File: src/rtl/alu_pkg.sv
`default_nettype none
// ============================================================================
// alu_pkg : ALUOp, funct and ALU-control encodings for the execute stage
// Revision: 1.0
// ============================================================================
package alu_pkg;

   localparam logic [1:0] ALUOP_ADD   = 2'b00;
   localparam logic [1:0] ALUOP_SUB   = 2'b01;
   localparam logic [1:0] ALUOP_RTYPE = 2'b10;
   localparam logic [1:0] ALUOP_OR    = 2'b11;

   localparam logic [5:0] FUNCT_ADD = 6'h20;
   localparam logic [5:0] FUNCT_SUB = 6'h22;
   localparam logic [5:0] FUNCT_AND = 6'h24;
   localparam logic [5:0] FUNCT_OR  = 6'h25;
   localparam logic [5:0] FUNCT_NOR = 6'h27;
   localparam logic [5:0] FUNCT_SLT = 6'h2A;

   localparam logic [3:0] ALU_AND     = 4'b0000;
   localparam logic [3:0] ALU_OR      = 4'b0001;
   localparam logic [3:0] ALU_ADD     = 4'b0010;
   localparam logic [3:0] ALU_SUB     = 4'b0110;
   localparam logic [3:0] ALU_SLT     = 4'b0111;
   localparam logic [3:0] ALU_NOR     = 4'b1100;
   localparam logic [3:0] ALU_ILLEGAL = 4'b1111;

endpackage
`default_nettype wire

File: src/rtl/alu_ctrl_decoder.sv
`default_nettype none
// ============================================================================
// alu_ctrl_decoder : maps main-control ALUOp and funct to the ALU control code
// Revision: 1.0
// ============================================================================
module alu_ctrl_decoder
   import alu_pkg::*;
(
   input  logic [1:0] alu_op,
   input  logic [5:0] funct,
   output logic [3:0] alu_ctrl
);

   always_comb begin
      alu_ctrl = ALU_ILLEGAL;
      case (alu_op)
         ALUOP_ADD: alu_ctrl = ALU_ADD;
         ALUOP_SUB: alu_ctrl = ALU_SUB;
         ALUOP_OR:  alu_ctrl = ALU_OR;
         ALUOP_RTYPE: begin
            case (funct)
               FUNCT_ADD: alu_ctrl = ALU_ADD;
               FUNCT_SUB: alu_ctrl = ALU_SUB;
               FUNCT_AND: alu_ctrl = ALU_AND;
               FUNCT_OR:  alu_ctrl = ALU_OR;
               FUNCT_NOR: alu_ctrl = ALU_NOR;
               FUNCT_SLT: alu_ctrl = ALU_SLT;
               default:   alu_ctrl = ALU_ILLEGAL;
            endcase
         end
         default: alu_ctrl = ALU_ILLEGAL;
      endcase
   end

endmodule
`default_nettype wire

File: src/rtl/alu_exec_unit.sv
`default_nettype none
// ============================================================================
// alu_exec_unit : combinational ALU, zero/overflow flags, branch gate, sticky ovf
// Revision: 1.0
// ============================================================================
module alu_exec_unit
   import alu_pkg::*;
#(
   parameter int WIDTH = 32
) (
   input  logic             clk,
   input  logic             rst,
   input  logic [1:0]       alu_op,
   input  logic [5:0]       funct,
   input  logic             branch,
   input  logic [WIDTH-1:0] a,
   input  logic [WIDTH-1:0] b,
   output logic [3:0]       alu_ctrl,
   output logic [WIDTH-1:0] result,
   output logic             zero,
   output logic             take_branch,
   output logic             overflow,
   output logic             ovf_sticky
);

   logic [WIDTH-1:0] w_sum;
   logic [WIDTH-1:0] w_diff;
   logic             w_add_ovf;
   logic             w_sub_ovf;
   logic             w_slt;
   logic             ovf_sticky_d;
   logic             ovf_sticky_q;

   alu_ctrl_decoder u_decoder (
      .alu_op   (alu_op),
      .funct    (funct),
      .alu_ctrl (alu_ctrl)
   );

   assign w_sum     = a + b;
   assign w_diff    = a - b;
   assign w_add_ovf = (a[WIDTH-1] == b[WIDTH-1]) && (w_sum[WIDTH-1]  != a[WIDTH-1]);
   assign w_sub_ovf = (a[WIDTH-1] != b[WIDTH-1]) && (w_diff[WIDTH-1] != a[WIDTH-1]);
   // Flipping the difference sign on overflow keeps SLT exact for all operand pairs
   assign w_slt     = w_diff[WIDTH-1] ^ w_sub_ovf;

   always_comb begin
      result   = '0;
      overflow = 1'b0;
      case (alu_ctrl)
         ALU_AND: result = a & b;
         ALU_OR:  result = a | b;
         ALU_NOR: result = ~(a | b);
         ALU_ADD: begin
            result   = w_sum;
            overflow = w_add_ovf;
         end
         ALU_SUB: begin
            result   = w_diff;
            overflow = w_sub_ovf;
         end
         ALU_SLT: result = {{(WIDTH-1){1'b0}}, w_slt};
         default: result = '0;
      endcase
   end

   assign zero        = (result == '0);
   assign take_branch = branch & zero;

   always_comb begin
      ovf_sticky_d = ovf_sticky_q | overflow;
   end

   always_ff @(posedge clk or posedge rst) begin
      if (rst) begin
         ovf_sticky_q <= 1'b0;
      end else begin
         ovf_sticky_q <= ovf_sticky_d;
      end
   end

   assign ovf_sticky = ovf_sticky_q;

endmodule
`default_nettype wire

File: config.mk
export PLATFORM = sky130hd
export DESIGN_NAME = alu_exec_unit
export DESIGN_NICKNAME = d
export VERILOG_FILES = /design/src/rtl/alu_pkg.sv /design/src/rtl/alu_ctrl_decoder.sv /design/src/rtl/alu_exec_unit.sv
export SDC_FILE = /design/constraint.sdc
export NUM_CORES = 1
export LEC_CHECK = 0
export BUFFER_PORTS_ARGS = -buffer_cell sky130_fd_sc_hd__buf_2
export CAP_MARGIN = 25
export CORE_MARGIN = 2
export CORE_UTILIZATION = 53
export CTS_BUF_LIST = sky130_fd_sc_hd__clkbuf_2 sky130_fd_sc_hd__clkbuf_4 sky130_fd_sc_hd__clkbuf_8
export CTS_CLUSTER_DIAMETER = 150
export CTS_CLUSTER_SIZE = 28
export DETAILED_ROUTE_END_ITERATION = 8
export GPL_TIMING_DRIVEN = 0
export PLACE_DENSITY = 0.82
export SETUP_SLACK_MARGIN = 0.4
export SYNTH_ARGS = -nofsm -noshare
export SYNTH_HDL_FRONTEND = slang
export SYNTH_SLANG_ARGS = --single-unit
File: constraint.sdc
create_clock -name clk -period 5.9 [get_ports clk]
set_input_delay 0.885 -clock clk [delete_from_list [all_inputs] [get_ports clk]]
set_output_delay 0.885 -clock clk [all_outputs]
set_load 0.02 [all_outputs]
* Yosys cells after proc, flatten, opt, wreduce, memory -nomap -nowiden *
Index checks and enable logic that the tools add are counted.

word-level totals
  input bits = 75
  bits in registers = 1
  logic and storage cells = 36
  output and inout bits = 40

cells by class
  reduce and logical (&&, ||, !) cells = 5
  mux-type cells = 4
  $add $sub $neg = 2
  bitwise gates (word level) = 6
  equal/unequal tests = 18

operators by type and width
  operator            number
  $pmux 32 s6         1
  $eq 6x6->1 const B  6
  $add 32x32->32      1
  $and 32x32->32      1
  $logic_not 32->1    1
  $not 32->32         1
  $or 32x32->32       1
  $sub 32x32->32      1
  $pmux 4 s6          1
  $pmux 4 s4          1
  $eq 4x3->1 const B  2
  $eq 2x2->1 const B  2
  $eq 4x1->1 const B  1
  $eq 4x2->1 const B  1
  $eq 4x4->1 const B  1
  $logic_not 4->1     1
  $ne 1x1->1          3
  $eq 2x1->1 const B  1
  $logic_and 1x1->1   2
  $logic_not 2->1     1
  $pmux 1 s2          1
  $and 1x1->1         1
  $eq 1x1->1          1
  $or 1x1->1          1
  $xor 1x1->1         1

* Longest topological paths before layout *
Gate-level depths: netlist of run 1.

  depth in word-level cells = 7
  depth in mapped cells = 21
  gate-level depth less buffers = 20

* By module *
Synthesis of run 1 repeated with hierarchy kept, for this count alone.

unflattened totals
  cells, all modules = 902
  area total of the unflattened synthesis = 6055.8 µm²

modules (own cells, without submodules)
  module            times used  cells each  area an instance (µm²)
  alu_exec_unit     1           883         5939.4
  alu_ctrl_decoder  1           19          116.4

* Worst setup path before layout of run 1 *
No wires, ideal clock.

  kind = input port to output port
  start point = input port a[7]
  end point = output port take_branch
  path buffers = 1
  setup slack = -534 ps
  arrival = 5549 ps
  stages = 21
  path through = inv_1 -> ha_1 -> clkbuf_1 -> nor4_1 -> o21ai_0 -> o211ai_1 -> o21ai_0 -> a211oi_1 -> o21a_1 -> o31ai_1 -> a21oi_1 -> nor2_1 -> fa_1 -> a32oi_1 -> nand2_1 -> nand4b_1 -> or4b_1 -> or4_1 -> nor4_1 -> nand4_1 -> nor3_1

on the way
  longest elaborated chain between the ends = 7

ends and longest elaborated chain
  what                  line                 text
  start, declared       alu_exec_unit.sv:16  input logic [WIDTH-1:0] a,
  $sub 32x32->32 (*)    alu_exec_unit.sv:41  assign w_diff = a - b;
  $ne 1x1->1            alu_exec_unit.sv:43  assign w_sub_ovf = (a[WIDTH-1] != b[WIDTH-1]) && (w_diff[WIDTH-1] != a[WIDTH-1]);
  $logic_and 1x1->1     alu_exec_unit.sv:43
  $xor 1x1->1 (*)       alu_exec_unit.sv:45  assign w_slt = w_diff[WIDTH-1] ^ w_sub_ovf;
  $pmux 32 s6 (*)       alu_exec_unit.sv:50  case (alu_ctrl)
  via result[0]         alu_exec_unit.sv:19  output logic [WIDTH-1:0] result,
  $logic_not 32->1 (*)  alu_exec_unit.sv:67  assign zero = (result == '0);
  $and 1x1->1 (*)       alu_exec_unit.sv:68  assign take_branch = branch & zero;
  end, declared         alu_exec_unit.sv:21  output logic take_branch,

Mark *: on every way through the listed nets, which the timed path passes. The rest lies on a longest branch.

* Worst setup path after layout of run 1 *
  start point = input port a[13]
  end point = output port take_branch

on the way
  longest elaborated chain between the ends = 7

ends and longest elaborated chain
  what                  line
  $sub 32x32->32        alu_exec_unit.sv:41
  $ne 1x1->1            alu_exec_unit.sv:43
  $logic_and 1x1->1     alu_exec_unit.sv:43
  $xor 1x1->1           alu_exec_unit.sv:45
  $pmux 32 s6 (*)       alu_exec_unit.sv:50
  $logic_not 32->1 (*)  alu_exec_unit.sv:67
  $and 1x1->1 (*)       alu_exec_unit.sv:68

Mark *: on every way between the ends. The rest lies on a longest branch, timed or not.

==> reports/results.tsv, run 1 <==
metric	value	unit
reg2reg_depth	1	
hold_path_end	ovf_sticky$_DFF_PP0_	
drtIter0Drc	811	
max_slew_margin	24.9	%
first_pass_iters	6	
synth.area.top_cells	ha_1 (22%), inv_1 (6.7%), a21oi_1 (6.6%), o21ai_0 (4.7%), nor2_1 (4.6%)	
skew	0	ns
dpl.hpwl	16800	um
failed_checks	negative setup slack	
cpPeakStageDelay	0.51	ns
layout-drive-gt1-share	21.7	%
io_pins	115	
netlist_area	0.00566	sq mm
synth_top_area_share	21.9	%
reg2reg_to	ovf_sticky$_DFF_PP0_	
syn_to_final_growth	22.5	%
power.density	110	mW/mm^2
hold_class	flip-flop to flip-flop	
hold_buffers	0	
post_drt_wl_per_cell	19.4	um
avgSynthCellArea	6.61	sq um
grt_overflow	0	
rows	37	
die-area	0.0115	sq mm
leakagePower	0.00319	uW
clk_pin_slew	0	ns
viasPerCell	6.69	
nFillCells	961	
start_kind	input port	
grt_setup_unrepaired	yes	
max_cap_viol_count	0	
fin_ws	-0.421	ns
fmax	158	MHz
period_share	107	%
yosysMostFrequentCell	inv_1	
track_usage	35.2	%
grt_pass1_wl	32900	um
yosysWarnings	0	
setup_viol	2	
hold_depth	1	
crit_start	a[13]	
fin_util	67.1	%
core-area	0.0103	sq mm
grt_pass1_vias	6603	
synth_top_area_cell	ha_1	
cp.required	5.02	ns
ys_seq_area_share	0.442	%
cp_max_fo	10	
antenna_cells	0	
total_power	763	uW
synth_edf_count	0	
r2r_start	ovf_sticky$_DFF_PP0_	
grt_max_degree	11	
tightest_slew	1.12	ns
portBuffers	112	
synth-seq-cells	1	
synthTopCellsByCount	inv_1 (101), ha_1 (99), a21oi_1 (75)	
routabilityCongestion	1.13	
largest_reg_flops	1	
cp_cell_sequence	buf_2 > inv_1 > ha_1 > clkbuf_8 > or3_4 > nor2_2 > o21ai_2 > a211oi_2 > o21a_1 > o31ai_1 > a21oi_1 > nor2_1 > fa_2 > a32oi_2 > nand2_2 > nand4b_1 > or4b_4 > or4_4 > nor4_4 > nand4_1 > buf_6 > nor3_4 > buf_6	
critPathKind	input port to primary output	
r2r_slack	5.14	ns
synth_flop_cell	dfrtp_1	
slew_violations	0	
arrival	5.44	ns
path_common_cell	buf_6	
die_w	107	um
remaining_drc_errors	0	
min_period	6.32	ns
worstSkewPairLatency	0	ns
antenna_found_initial	0	
syn_inst	856	
hold_start	ovf_sticky$_DFF_PP0_	
wirelength	21800	um
status	complete, but fails checks	
irDropWorstVdd	0.0586	mV
start_util	54.8	%
cp-end-kind	primary output	
syn_nets	1033	
cp_slowest_cell	or4b_4	
num_vias	7494	
die_h	107	um
fin_nets	1163	
ant_nets	0	
synthArstFlopShare	100	%
hold_viol_final	0	
ys_types	77	
==> per-stage QoR <==
stage / TNS (ns) / worst slack, ns / cell area (sq um) / cells / hold slack (ns)
after floorplan: 0 / 0.00226 / 5770 / 856 / 0.595
after global placement: -1.77 / -0.871 / 6500 / 1104 / 0.451
after detailed placement: -1.79 / -0.903 / 6500 / 1104 / 0.466
after CTS: -0.646 / -0.330 / 6820 / 1117 / 0.462
after global routing: -1.18 / -0.595 / 6930 / 1120 / 0.470
final: -0.833 / -0.421 / 6930 / 1120 / 0.453
==> layer usage <==
metal	global-route usage [%]	vias to the layer above	share of wire [%]
met1	45.6	3380	39
met5	0	-	0
li1	-	3431	-
met2	58.1	577	44
met4	13.0	0	4.9
met3	6.36	106	12
==> layout by cell type, fill, tap and decap left out, types with 9 or more instances in the layout <==
cell,instances
a211oi_1,17
a21o_1,12
a21oi_1,73
a221o_1,10
a221oi_1,12
a22oi_1,9
a31oi_1,10
buf_2,109
buf_4,17
buf_6,10
clkbuf_1,31
ha_1,93
inv_1,90
inv_2,9
nand2_1,54
nand3_1,11
nand4_1,14
nor2_1,68
nor2b_1,15
nor3_1,18
nor4_1,9
o211ai_1,12
o21ai_0,48
o31ai_1,19
or3_1,9
xnor2_1,14
==> timing repair <==
action,in CTS,in global routing
pin swaps,10,7
gates resized for setup,60,34
buffers inserted,13,3
setup endpoints to repair,6,16
==> report_power, final <==
group	internal, uW	leakage [uW]	total, uW	switching, uW
registers	6.98	0.00000875	6.98	0.000000122
logic	279	0.00318	756	477
clock network	0	0	0	0
total	286	0.00319	763	477
==> worst max-delay path by stage <==
stage	cells after the start	slack, ns	endpoint
6_report	23	-0.42	take_branch
5_1_grt	24	-0.59	take_branch
4_1_cts	24	-0.33	take_branch
3_5_place_dp	23	-0.90	take_branch
3_3_place_gp	23	-0.87	zero
2_1_floorplan	21	0.002	take_branch
==> kinds of logic after synthesis <==
| group | synth area share, % |
|---|---|
| AND/OR/NAND/NOR | 23.2 |
| adder cells (fa/ha/maj) | 23.0 |
| buffers and inverters | 10.4 |
| XOR/XNOR | 2.32 |
| flip-flops | 0.442 |
| AO/OA/AOI/OAI | 39.2 |
| multiplexers | 1.46 |
==> final cells by class <==
cell class | instances | area (sq um) | area share (%)
Multi-Input combinational cell | 701 | 5310 | 76.6
Timing Repair Buffer | 128 | 727 | 10.5
Inverter | 102 | 398 | 5.74
Buffer | 52 | 302 | 4.35
Tap cell | 136 | 170 | 2.46
Sequential cell | 1 | 25.0 | 0.361
==> critical path: cells and delay by family <==
| family | cells | cell delay, ns |
|---|---|---|
| AO/OA/AOI/OAI | 6 | 0.98 |
| buffers and inverters | 5 | 0.67 |
| AND/OR/NAND/NOR | 10 | 2.20 |
| adder cells (fa/ha/maj) | 2 | 0.68 |
(Power assumes the default switching activity.)
==> inputs of run 2 (changes only) <==
--- a/config.mk
+++ b/config.mk
@@ -5,10 +5,11 @@
 export SDC_FILE = /design/constraint.sdc
 export NUM_CORES = 1
 export LEC_CHECK = 0
+export ABC_AREA = 1
 export BUFFER_PORTS_ARGS = -buffer_cell sky130_fd_sc_hd__buf_2
 export CAP_MARGIN = 25
 export CORE_MARGIN = 2
-export CORE_UTILIZATION = 53
+export CORE_UTILIZATION = 55
 export CTS_BUF_LIST = sky130_fd_sc_hd__clkbuf_2 sky130_fd_sc_hd__clkbuf_4 sky130_fd_sc_hd__clkbuf_8
 export CTS_CLUSTER_DIAMETER = 150
 export CTS_CLUSTER_SIZE = 28
@@ -19,3 +20,4 @@
 export SYNTH_ARGS = -nofsm -noshare
 export SYNTH_HDL_FRONTEND = slang
 export SYNTH_SLANG_ARGS = --single-unit
+export TNS_END_PERCENT = 30
==> run 2 against run 1 <==
  * The run now ends clean
  * Die area is 25% higher
  * Routed wire length is 36% higher
  * Cell count is 63% higher
  * Setup slack better by 1.0 ns
  * Critical path type unchanged
  * Largest cell class unchanged
==> reports/results.tsv, run 2 <==
metric	value	unit	change
status	finished clean		was complete, but fails checks
largest_reg_flops	1		unchanged
seq_area	25.0	sq um	unchanged
fin_ws	0.613	ns	was -0.421 ns
start_util	56.3	%	was 54.8%
cell_internal_pwr	246	uW	was 286 uW
slew_violations	0		unchanged
post_drt_wl_per_cell	16.2	um	was 19.4 um
synthArstFlopShare	100	%	unchanged
die_w	120	um	was 107 um
avgSynthCellArea	4.83	sq um	was 6.61 sq um
synth_top_area_cell	nand2_1		was ha_1
dpl.hpwl	25000	um	was 16800 um
skew	0	ns	unchanged
cp-end-kind	primary output		unchanged
syn_nets	1713		was 1033
path_common_cell	nand2_1		was buf_6
finalInstanceArea	0.00822	sq mm	was 0.00693 sq mm
remaining_drc_errors	0		unchanged
cp_slowest_cell	fa_1		was or4b_4
irDropWorstVdd	0.0539	mV	was 0.0586 mV
grt_max_degree	11		unchanged
clk_pin_slew	0	ns	about the same
critPathTopFamily	simple AND/OR/NAND/NOR gates		unchanged
tns	0	ns	was -0.833 ns
synthTopCellsByCount	nand2_1 (537), inv_1 (352), nor2_1 (178)		was inv_1 (101), ha_1 (99), a21oi_1 (75)
switching_power	562	uW	was 477 uW
drtIter0Drc	1008		was 811
grt_setup_unrepaired	no		was yes
critPathBufInv	5		unchanged
grt_overflow	0		unchanged
arrival	4.40	ns	was 5.44 ns
post-cts-setup-buffers	0		was 13
netlist_area	0.00742	sq mm	was 0.00566 sq mm
synth_top_area_share	27.2	%	was 21.9%
yosysMostFrequentCell	nand2_1		was inv_1
tightest_slew	0.799	ns	was 1.12 ns
portBuffers	113		was 112
setup_viol	0		was 2
worstSkewPairLatency	0	ns	about the same
hold_viol_final	0		unchanged
combPwrFrac	99.1	%	about the same
cp_cell_sequence	buf_2 > inv_1 > ha_1 > buf_2 > nor2_1 > nand2_1 > nor2_1 > nand2_1 > nand3_1 > nand2_1 > nand3_1 > a311oi_1 > fa_1 > inv_1 > nand4_1 > nand2_1 > nor2_1 > nand3_1 > nor2_1 > nand2_1 > nor2_1 > nand2_1 > nor3_2 > buf_2		was buf_2 > inv_1 > ha_1 > clkbuf_8 > or3_4 > nor2_2 > o21ai_2 > a211oi_2 > o21a_1 > o31ai_1 > a21oi_1 > nor2_1 > fa_2 > a32oi_2 > nand2_2 > nand4b_1 > or4b_4 > or4_4 > nor4_4 > nand4_1 > buf_6 > nor3_4 > buf_6
grt_pass1_vias	8803		was 6603
antenna_cells	0		unchanged
multi_input_area	0.00586	sq mm	was 0.00531 sq mm
num_vias	9718		was 7494
final_cell_mix	nand2_1 (537), inv_1 (352), nor2_1 (178)		was buf_2 (109), ha_1 (93), inv_1 (90)
synth-seq-cells	1		unchanged
leakagePower	0.00540	uW	was 0.00319 uW
die_h	120	um	was 107 um
fin_nets	1828		was 1163
start_kind	input port		unchanged
syn_to_final_growth	10.7	%	was 22.5%
postPlaceCellArea	0.00821	sq mm	was 0.00650 sq mm
synth_edf_count	0		unchanged
clockPowerShare	0	%	about the same
ys_types	37		was 77
syn_inst	1536		was 856
max_cap_viol_count	0		unchanged
grt_pass1_wl	45000	um	was 32900 um
antenna_found_initial	0		unchanged
power.density	98.3	mW/mm^2	was 110 mW/mm^2
nFillCells	1470		was 961
viasPerCell	5.32		was 6.69
core-area	0.0132	sq mm	was 0.0103 sq mm
track_usage	40.1	%	was 35.2%
synth.area.top_cells	nand2_1 (27%), inv_1 (18%), ha_1 (17%), nand3_1 (9.8%), nor2_1 (9.0%)		was ha_1 (22%), inv_1 (6.7%), a21oi_1 (6.6%), o21ai_0 (4.7%), nor2_1 (4.6%)
hold_class	flip-flop to flip-flop		unchanged
fmax	189	MHz	was 158 MHz
switching_share	69.6	%	was 62.5%
final_common_cell	nand2_1		was buf_2
ant_nets	0		unchanged
holdWs	0.451	ns	was 0.453 ns
seqPwrFrac	0.9	%	about the same
min_period	5.29	ns	was 6.32 ns
cts.repair.resized	0		was 60
synth_flop_cell	dfrtp_1		unchanged
max_slew_margin	46.7	%	was 24.9%
wirelength	29600	um	was 21800 um
cp.required	5.02	ns	about the same
layout-drive-gt1-share	10.6	%	was 21.7%
routabilityCongestion	1.05		was 1.13
ys_seq_area_share	0.337	%	was 0.442%
io_pins	115		unchanged
cp_max_fo	8		was 10
critPathKind	input port to primary output		unchanged
yosysWarnings	0		unchanged
cpPeakStageDelay	0.55	ns	was 0.51 ns
period_share	89.6	%	was 107%
first_pass_iters	5		was 6
place_ws	0.578	ns	was -0.903 ns
die-area	0.0144	sq mm	was 0.0115 sq mm
hold_buffers	0		unchanged
rows	42		was 37
## run 2: changes by cell type after synthesis, sizes merged, moves of 14 or more
cell    before  now
nor2b       16    0
xnor2       14    0
buf          6   33
nand2       56  544
o31ai       21    0
o21ai       54   16
a21oi       75   41
nand4       14   48
clkbuf      46    3
nor2        70  184
inv        101  358
a211oi      19    0
nand3       11  151
## run 2: cells by family after synthesis
group	count (synthesis)	synth area share (%)
fa+ha+maj	102	17.5
compound gates	64	4.67
flops	1	0.337
xor+xnor	13	1.53
simple gates	962	55.1
buf+inv	394	20.8
## run 2: through the flow
stage                     util, %  cells  power, uW
after floorplan                 -   1536        530
after global placement       62.2   1825        769
after detailed placement     62.2   1825        777
after CTS                    62.2   1825        780
after global routing         62.3   1825        883
final                        62.3   1825        808
## run 2: path summary, 6_finish.rpt
check	start	to	slack, ns	cells past startpoint
hold / removal	ovf_sticky$_DFF_PP0_	ovf_sticky$_DFF_PP0_	0.45	1
max in group asynchronous	rst	ovf_sticky$_DFF_PP0_	5.09	2
setup reg to reg	ovf_sticky$_DFF_PP0_	ovf_sticky$_DFF_PP0_	5.14	1
hold reg to reg	ovf_sticky$_DFF_PP0_	ovf_sticky$_DFF_PP0_	0.45	1
setup / recovery	a[8]	take_branch	0.61	24
min in group asynchronous	rst	ovf_sticky$_DFF_PP0_	0.72	2
## run 2: final cells by class
type | instances | area share [%]
multi-input combinational | 1141 | 71.3
inverter | 358 | 16.4
timing repair buffer | 113 | 6.88
tap | 176 | 2.68
buffer | 36 | 2.45
sequential | 1 | 0.305
## run 2: power groups by stage
stage	sequential, uW	clock (uW)	combinational, uW
after floorplan	7.49	0	523
after global placement	7.24	0	761
after detailed placement	7.25	0	769
after CTS	7.24	0	773
after global routing	7.27	0	875
final	7.24	0	801
## run 2: layer usage
layer / up-vias / wire length [um] / GRT usage [%]
met5: - / 0 / 0
met4: 0 / 1090 / 12.3
met3: 69 / 3750 / 8.08
met2: 506 / 12500 / 64.2
met1: 4284 / 12200 / 53.9
li1: 4859 / - / -
